### src/rtl/conv_tile_pkg.sv
// Shared tile geometry, derived sizes and loader state encoding for the
// convolution accelerator. Both the in_fm loader and the conv control path
// import this package so bank read and write mappings stay consistent.
package conv_tile_pkg;

   // Tile constants
   localparam int Tm = 16;   // input channels per tile
   localparam int Tr = 64;   // rows per channel tile
   localparam int Tc = 16;   // columns per channel tile
   localparam int X  = 4;    // in_fm banks = input-channel parallelism
   localparam int Y  = 4;    // output-channel parallelism
   localparam int K  = 3;    // kernel size
   localparam int S  = 1;    // stride

   // Derived sizes
   localparam int slice_size = Tr * Tc;
   localparam int bank_depth = (Tm / X) * slice_size;

   // Loader states
   typedef enum logic [0:0] {
      IDLE = 1'b0,
      LOAD = 1'b1
   } load_state_e;

   // Counter width able to hold 0..n-1 (at least one bit)
   function automatic int cnt_width(input int n);
      return (n > 1) ? $clog2(n) : 1;
   endfunction

endpackage

### src/rtl/tile_coord_counter.sv
// Nested column/row/channel coordinate counter for one tile. Advances only
// when en is high; c is the fastest index, ch the slowest. Wrap flags mark
// the last value of each level, and last marks the final coordinate.
module tile_coord_counter
   import conv_tile_pkg::*;
#(
   parameter int TM = 16,
   parameter int TR = 64,
   parameter int TC = 16
)(
   input  logic                     clk,
   input  logic                     rst,
   input  logic                     en,
   output logic [cnt_width(TC)-1:0] c,
   output logic [cnt_width(TR)-1:0] r,
   output logic [cnt_width(TM)-1:0] ch,
   output logic                     c_wrap,
   output logic                     r_wrap,
   output logic                     ch_wrap,
   output logic                     last
);

   localparam int CW = cnt_width(TC);
   localparam int RW = cnt_width(TR);
   localparam int HW = cnt_width(TM);

   logic [CW-1:0] c_r;
   logic [RW-1:0] r_r;
   logic [HW-1:0] ch_r;

   assign c       = c_r;
   assign r       = r_r;
   assign ch      = ch_r;
   assign c_wrap  = (c_r  == CW'(TC - 1));
   assign r_wrap  = (r_r  == RW'(TR - 1));
   assign ch_wrap = (ch_r == HW'(TM - 1));
   assign last    = c_wrap & r_wrap & ch_wrap;

   // Advance the nested counters by one coordinate on each enabled cycle
   always_ff @(posedge clk or negedge rst) begin
      if (!rst) begin
         c_r  <= {CW{1'b0}};
         r_r  <= {RW{1'b0}};
         ch_r <= {HW{1'b0}};
      end else if (en) begin
         c_r <= c_wrap ? {CW{1'b0}} : c_r + CW'(1);
         if (c_wrap) begin
            r_r <= r_wrap ? {RW{1'b0}} : r_r + RW'(1);
         end else begin
            r_r <= r_r;
         end
         if (c_wrap && r_wrap) begin
            ch_r <= ch_wrap ? {HW{1'b0}} : ch_r + HW'(1);
         end else begin
            ch_r <= ch_r;
         end
      end else begin
         c_r  <= c_r;
         r_r  <= r_r;
         ch_r <= ch_r;
      end
   end

endmodule

### src/rtl/in_fm_tile_loader.sv
// Streams one input-feature-map tile into the X in_fm banks. Each accepted
// word goes to bank ch mod X at address (ch/X)*Tr*Tc + r*Tc + c, one cycle
// after acceptance; load_done pulses with the final write.
module in_fm_tile_loader
   import conv_tile_pkg::*;
#(
   parameter int AW = 16,
   parameter int DW = 32,
   parameter int Tm = conv_tile_pkg::Tm,
   parameter int Tr = conv_tile_pkg::Tr,
   parameter int Tc = conv_tile_pkg::Tc,
   parameter int X  = conv_tile_pkg::X
)(
   input  logic          clk,
   input  logic          rst,
   input  logic          load_start,
   input  logic [DW-1:0] in_data,
   input  logic          in_valid,
   output logic          in_ready,
   output logic [DW-1:0] in_fm_wr_data,
   output logic [AW-1:0] in_fm_wr_addr,
   output logic [X-1:0]  in_fm_wr_ena,
   output logic          load_busy,
   output logic          load_done
);

   localparam int CW         = cnt_width(Tc);
   localparam int RW         = cnt_width(Tr);
   localparam int HW         = cnt_width(Tm);
   localparam int BW         = cnt_width(X);
   localparam int tile_slice = Tr * Tc;

   // Elaboration-time geometry checks
   if ((Tm % X) != 0) begin : g_bad_tm
      $error("in_fm_tile_loader: Tm must be a multiple of X");
   end
   if (longint'(Tm / X) * longint'(tile_slice) > (longint'(1) << AW)) begin : g_bad_aw
      $error("in_fm_tile_loader: bank depth does not fit in AW address bits");
   end

   load_state_e   state_r, state_s;
   logic          load_start_r;
   logic          start_edge_s;
   logic          accept_s;
   logic          ready_r, busy_r, done_r;
   logic [DW-1:0] wr_data_r;
   logic [AW-1:0] wr_addr_r;
   logic [X-1:0]  wr_ena_r;
   logic [AW-1:0] base_r;
   logic [AW-1:0] addr_s;
   logic [BW-1:0] bank_s;
   logic [CW-1:0] c_s;
   logic [RW-1:0] r_s;
   logic [HW-1:0] ch_s;
   logic          c_wrap_s, r_wrap_s, ch_wrap_s, last_s;

   // ready_r mirrors (state_r == LOAD), so acceptance never waits on in_valid
   assign start_edge_s = load_start & ~load_start_r;
   assign accept_s     = in_valid & ready_r;
   assign bank_s       = BW'(32'(ch_s) % X);
   assign addr_s       = base_r + AW'(r_s) * AW'(Tc) + AW'(c_s);

   assign in_ready      = ready_r;
   assign in_fm_wr_data = wr_data_r;
   assign in_fm_wr_addr = wr_addr_r;
   assign in_fm_wr_ena  = wr_ena_r;
   assign load_busy     = busy_r;
   assign load_done     = done_r;

   tile_coord_counter #(
      .TM (Tm),
      .TR (Tr),
      .TC (Tc)
   ) u_coord (
      .clk     (clk),
      .rst     (rst),
      .en      (accept_s),
      .c       (c_s),
      .r       (r_s),
      .ch      (ch_s),
      .c_wrap  (c_wrap_s),
      .r_wrap  (r_wrap_s),
      .ch_wrap (ch_wrap_s),
      .last    (last_s)
   );

   // State register and start-edge history
   always_ff @(posedge clk or negedge rst) begin
      if (!rst) begin
         state_r      <= IDLE;
         load_start_r <= 1'b0;
      end else begin
         state_r      <= state_s;
         load_start_r <= load_start;
      end
   end

   // Next state: start edges only matter in IDLE; the last accepted beat ends LOAD
   always_comb begin
      state_s = state_r;
      case (state_r)
         IDLE: begin
            if (start_edge_s) state_s = LOAD;
            else              state_s = IDLE;
         end
         LOAD: begin
            if (accept_s && last_s) state_s = IDLE;
            else                    state_s = LOAD;
         end
         default: state_s = IDLE;
      endcase
   end

   // Channel-slice base address, stepped by one slice after every X channels
   always_ff @(posedge clk or negedge rst) begin
      if (!rst) begin
         base_r <= {AW{1'b0}};
      end else if (accept_s && c_wrap_s && r_wrap_s) begin
         if (ch_wrap_s)                      base_r <= {AW{1'b0}};
         else if (bank_s == BW'(X - 1))      base_r <= base_r + AW'(tile_slice);
         else                                base_r <= base_r;
      end else begin
         base_r <= base_r;
      end
   end

   // Registered handshake, status and bank write port
   always_ff @(posedge clk or negedge rst) begin
      if (!rst) begin
         ready_r   <= 1'b0;
         busy_r    <= 1'b0;
         done_r    <= 1'b0;
         wr_data_r <= {DW{1'b0}};
         wr_addr_r <= {AW{1'b0}};
         wr_ena_r  <= {X{1'b0}};
      end else begin
         ready_r <= (state_s == LOAD);
         busy_r  <= (state_s == LOAD) | (accept_s & last_s);
         done_r  <= accept_s & last_s;
         if (accept_s) begin
            wr_data_r <= in_data;
            wr_addr_r <= addr_s;
            wr_ena_r  <= X'(1) << bank_s;
         end else begin
            wr_data_r <= wr_data_r;
            wr_addr_r <= wr_addr_r;
            wr_ena_r  <= {X{1'b0}};
         end
      end
   end

endmodule

### config.mk
export PLATFORM = sky130hd
export DESIGN_NAME = in_fm_tile_loader
export DESIGN_NICKNAME = d
export VERILOG_FILES = /design/src/rtl/conv_tile_pkg.sv /design/src/rtl/tile_coord_counter.sv /design/src/rtl/in_fm_tile_loader.sv
export SDC_FILE = /design/constraint.sdc
export NUM_CORES = 1
export LEC_CHECK = 0
export ABC_AREA = 0
export BUFFER_PORTS_ARGS = -buffer_cell sky130_fd_sc_hd__buf_2
export CAP_MARGIN = 10
export CELL_PAD_IN_SITES_DETAIL_PLACEMENT = 1
export CELL_PAD_IN_SITES_GLOBAL_PLACEMENT = 2
export CORE_AREA = 2 2 105 107
export DETAILED_ROUTE_END_ITERATION = 8
export DIE_AREA = 0 0 107 109
export PLACE_DENSITY = 0.75
export SLEW_MARGIN = 0
export SYNTH_ARGS = -nofsm -noshare
export SYNTH_HDL_FRONTEND = slang
export SYNTH_SLANG_ARGS = --single-unit
### constraint.sdc
create_clock -name clk -period 2.1 [get_ports clk]
set_input_delay 0.21 -clock clk [delete_from_list [all_inputs] [get_ports clk]]
set_output_delay 0.21 -clock clk [all_outputs]
set_load 0.05 [all_outputs]
# Word level (Yosys, flattened, before mapping)
# Index checks and enable logic that the tools add are counted.
# classes
addsub	6
mul	0
n_div	0
n_lt_le_gt_ge	0
n_eq_ne	4
shift	1
n_mux	9
bitwise	8
reduce_logical	8
# ops
op	count
16-bit 2-to-1 mux	2
16-bit by 10-bit adder with 16-bit output	1
16-bit by 11-bit adder with 16-bit output, second input constant	1
16-bit by 4-bit adder with 16-bit output	1
4-bit 2-to-1 mux	3
4-bit by 1-bit adder with 4-bit output, second input constant	2
4-bit equality test, second input constant	2
6-bit by 1-bit adder with 6-bit output, second input constant	1
6-bit equality test, second input constant	1
6-bit 2-to-1 mux	1
2-bit AND reduction	3
1-bit AND	5
1-bit logical AND	4
1-bit by 2-bit << shifter with 4-bit output, first input constant	1
2-bit equality test, second input constant	1
1-bit 2-to-1 mux	2
1-bit inverter	2
1-bit case mux with 2 select lines	1
2-bit nonzero test	1
1-bit OR	1
# totals
reg_bits	86
latch_bits	0
ram_bits	0
rom_bits	0
word_cells	47
n_memories	0

# Logic depth before layout (Yosys ltp)
# logic_depth
ltp_word	7
ltp_mapped	6
depth_no_buf	5

# By module
# A second synthesis with hierarchy kept.
# hier_totals
cells_unflattened	223
hier_area_um2	3148.0
# modules_own_cells
module	instances	cells_each	area_per_inst_um2	seq_area_each_um2
in_fm_tile_loader	1	156	2418.6	1551.5
tile_coord_counter	1	67	729.4	350.3

# Least setup slack after synthesis
# Ideal clock, no wire load.
# synth_path
path_type	reg2reg
from	register ready_r, in the netlist in_ready
to	register base_r[13]
setup_ns	0.095
arrival_ns	1.510
slack_ns	0.494
stages_incl_launch_ff	5
path_cell_list	dfrtp_1 > and3_2 > nand4_4 > nand2b_4 > o31ai_1
# synth_via
elab_chain_len	4
# synth_lines
element	line	rtl
from (decl)	in_fm_tile_loader.sv:45	logic ready_r, busy_r, done_r;
from (signal assigned)	in_fm_tile_loader.sv:137	ready_r <= (state_s == LOAD);
1-bit AND	in_fm_tile_loader.sv:59	assign accept_s = in_valid & ready_r;
1-bit logical AND (2 in series)	in_fm_tile_loader.sv:118	end else if (accept_s && c_wrap_s && r_wrap_s) begin
2-bit AND reduction (no source line)	--	
to (signal assigned)	in_fm_tile_loader.sv:117	base_r <= {AW{1'b0}};
to (signal assigned)	in_fm_tile_loader.sv:119	if (ch_wrap_s) base_r <= {AW{1'b0}};
to (signal assigned)	in_fm_tile_loader.sv:120	else if (bank_s == BW'(X - 1)) base_r <= base_r + AW'(tile_slice);
to (decl)	in_fm_tile_loader.sv:49	logic [AW-1:0] base_r;
# Every way passes these cells.
# A chain may end at the register's enable or synchronous reset.

# Final worst setup path
# layout_path
from	register u_coord.c_r[0], in the netlist u_coord.c[0]
to	register base_r[15]
# layout_via
elab_chain_len	4
# layout_lines
element	line	rtl
from (decl)	tile_coord_counter.sv:27	logic [CW-1:0] c_r;
from (signal assigned)	tile_coord_counter.sv:42	c_r <= {CW{1'b0}};
from (signal assigned)	tile_coord_counter.sv:46	c_r <= c_wrap ? {CW{1'b0}} : c_r + CW'(1);
from (signal assigned)	tile_coord_counter.sv:58	c_r <= c_r;
4-bit equality test	tile_coord_counter.sv:34	assign c_wrap = (c_r == CW'(TC - 1));
1-bit logical AND (2 in series)	in_fm_tile_loader.sv:118	
2-bit AND reduction (no source line)	--	
# Every way passes these cells.

==> flow_metrics.py <==
metrics = {
    "floorplan": {
        "dieArea_um2": 11700,
        "fp.dieW_um": 107,
        "die_h_um": 109,
        "core-area_um2": 10600,
        "ios": 91,
        "start_util_pct": 29.1,
        "core.rowCount": 38,
    },
    "drt": {
        "drc": 0,
        "wirelength_um": 7520,
        "vias": 2479,
        "routedWlPerCell_um": 13.4,
        "first_iter_violations": 74,
        "vias_per_cell": 4.40,
        "final_antenna_net_count": 0,
        "drt-pass1-iter-count": 4,
    },
    "setup_path": {
        "crit_required_ns": 2.36,
        "cp-start-kind": "flop",
        "crit_chain": "ha_1 > and3_1 > nand4_4 > nand2b_4 > o31ai_1",
        "worst-path-max-fanout": 10,
        "arrival_ns": 1.99,
        "max_stage_delay_ns": 0.44,
        "worstSetupPathType": "flop to flop",
        "critPathTopFamily": "simple AND/OR/NAND/NOR gates",
        "end_kind": "flop",
        "crit_buf_inv": 0,
        "slowest_stage": "dfrtp_1",
    },
    "synth": {
        "ys_ff_latch": 76,
        "syn_area_per_cell_um2": 9.54,
        "async_flop_share_pct": 100,
        "yosysWarnings": 0,
        "seq_area_frac_synth_pct": 61.7,
        "syn-num-nets": 366,
        "syn_inst": 323,
        "synthFlopType": "dfrtp_1",
        "netlist_area_um2": 3080,
        "synth-edff-count": 0,
        "ys_types": 29,
    },
    "clock_network": {
        "htreeDepth": 3,
        "numCtsBuffers": 9,
        "path_clk_slew_ns": 0.08,
        "cts-root-buf": "clkbuf_8",
        "postCtsSetupRepairBufs": 0,
        "cts.sinks": 76,
        "cts_tree": "built",
        "clkLatencyLatePin_ns": 0.35,
        "cts_buffer_depth": 2,
    },
    "global_route": {
        "grt.met1_usage_pct": 16.6,
        "grt_pass1_vias": 2525,
        "antenna_found_initial": 0,
        "grt_usage_pct": 13.6,
        "met2_usage_pct": 22.8,
        "grt_max_degree": 44,
        "busiest_layer": "met2",
        "overflow": 0,
        "grt_pass1_wl_um": 12200,
        "use_met3_pct": 2.21,
    },
    "timing": {
        "fin_crit_sh_pct": 82.5,
        "setup_tns_ns": 0,
        "slew_headroom_pct": 53.8,
        "worstMarginPinSlew_ns": 0.691,
        "hold_ws_ns": 0.0445,
        "finalSetupViolations": 0,
        "fmax_mhz": 577,
        "hold_viol": 0,
        "clock_skew_ns": 0.0103,
        "period_minus_slack_ns": 1.73,
        "rsz0062_at_grt": "false",
        "maxSlewViolCount": 0,
    },
    "layout": {
        "final_nets": 461,
        "postLayoutCellArea_um2": 3930,
        "mostFrequentLayoutCells": "nand2_1, buf_2, dfrtp_1",
        "layout_commonest_cell": "nand2_1",
        "drive_above_1_share_pct": 27.9,
        "syn_to_final_growth_pct": 27.7,
        "fillers": 1243,
        "n_antenna_cell": 0,
    },
    "run": {
        "cap_violations": 0,
    },
    "power": {
        "peakVddDrop_v": 0.000288,
        "p_leak_nw": 2.16,
        "power.density_nw_per_um2": 933,
    },
    "place": {
        "hpwl_um": 5300,
        "gp_congestion": 0.725,
        "numPortBuffers": 90,
        "place_area_um2": 3700,
    },
    "status": {
        "status": "completed",
    },
    "hold_path": {
        "hp-class": "primary input to flop",
    },
}
-- timing repair --
action                    in CTS  in global routing
hold endpoints to repair      34                  0
resized for setup              0                  0
hold buffers                   2                  0
-- synth_stat cells (2+ instances only) --
library cell / n / area [um2]
clkbuf_1: 9 / 33.8
nand4_1: 4 / 25.0
a21oi_1: 4 / 20.0
o31ai_1: 4 / 30.0
ha_1: 7 / 87.6
nand3_1: 2 / 10.0
nand2_1: 162 / 608
dfrtp_1: 76 / 1900
a21o_1: 3 / 22.5
and3_2: 2 / 15.0
nor2_1: 2 / 7.51
and3_1: 4 / 25.0
inv_1: 4 / 15.0
buf_2: 2 / 10.0
o21ai_0: 16 / 80.1
and2_1: 6 / 37.5
xnor2_1: 4 / 35.0
-- routing by layer --
layer	up-vias	share of wire, %
met5	-	0
met4	0	2.3
met3	13	3.5
met2	49	48
met1	1197	46
li1	1220	-
-- report_power, final --
| group | switching, mW | internal, mW |
|---|---|---|
| registers | 0.109 | 1.61 |
| logic | 0.581 | 0.189 |
| clock network | 0.532 | 0.647 |
-- state kept, by name (all words and copies together), names as in the netlist, 4 cells and up --
register       flops
base_r             6
in_fm_wr_data     32
u_coord.ch         4
u_coord.r          6
u_coord.c          4
in_fm_wr_addr     16
in_fm_wr_ena       4
-- cells by family after synthesis --
family	Yosys count	synth area share (%)
AOI/OAI and AO/OA	29	5.48
xor gates and xnor gates	4	1.14
adders and majority gates	7	2.84
buffers and inverters	17	2.52
DFF	76	61.7
muxes	1	0.366
and+or+nand+nor	189	25.9
-- cell type report --
type | instances | area [um2] | area share [%]
Tap cell | 140 | 175 | 4.45
Sequential cell | 76 | 1900 | 48.4
Clock inverter | 3 | 43.8 | 1.11
Clock buffer | 13 | 169 | 4.30
Timing Repair Buffer | 97 | 523 | 13.3
Multi-Input combinational cell | 230 | 1100 | 28.1
Inverter | 4 | 15.0 | 0.382
-- worst min-delay path: stages --
cell and delay [ns]:
buf_2 0.07, nand2_1 0.04, nand2_1 0.04
-- final timing paths --
path                                   from                end  slack, ns  cells after the start
setup reg to reg               u_coord.c[0]         base_r[15]       0.37                      5
hold / removal                   in_data[4]   in_fm_wr_data[4]       0.04                      3
max in group asynchronous               rst  in_fm_wr_data[12]       1.17                      3
setup / recovery               u_coord.c[0]         base_r[15]       0.37                      5
min in group asynchronous               rst       load_start_r       0.34                      2
hold reg to reg            in_fm_wr_addr[4]   in_fm_wr_addr[4]       0.47                      2
-- per-stage QoR --
step	std cells	total power, mW	worst slack [ns]	utilization [%]
after floorplan	323	2.28	0.494	-
after global placement	545	2.51	0.486	34.9
after detailed placement	545	2.53	0.381	34.9
after CTS	563	3.73	0.364	37.1
after global routing	563	3.87	0.183	37.1
final	563	3.67	0.367	37.1
Note: power is estimated with default switching activity, not from simulation.
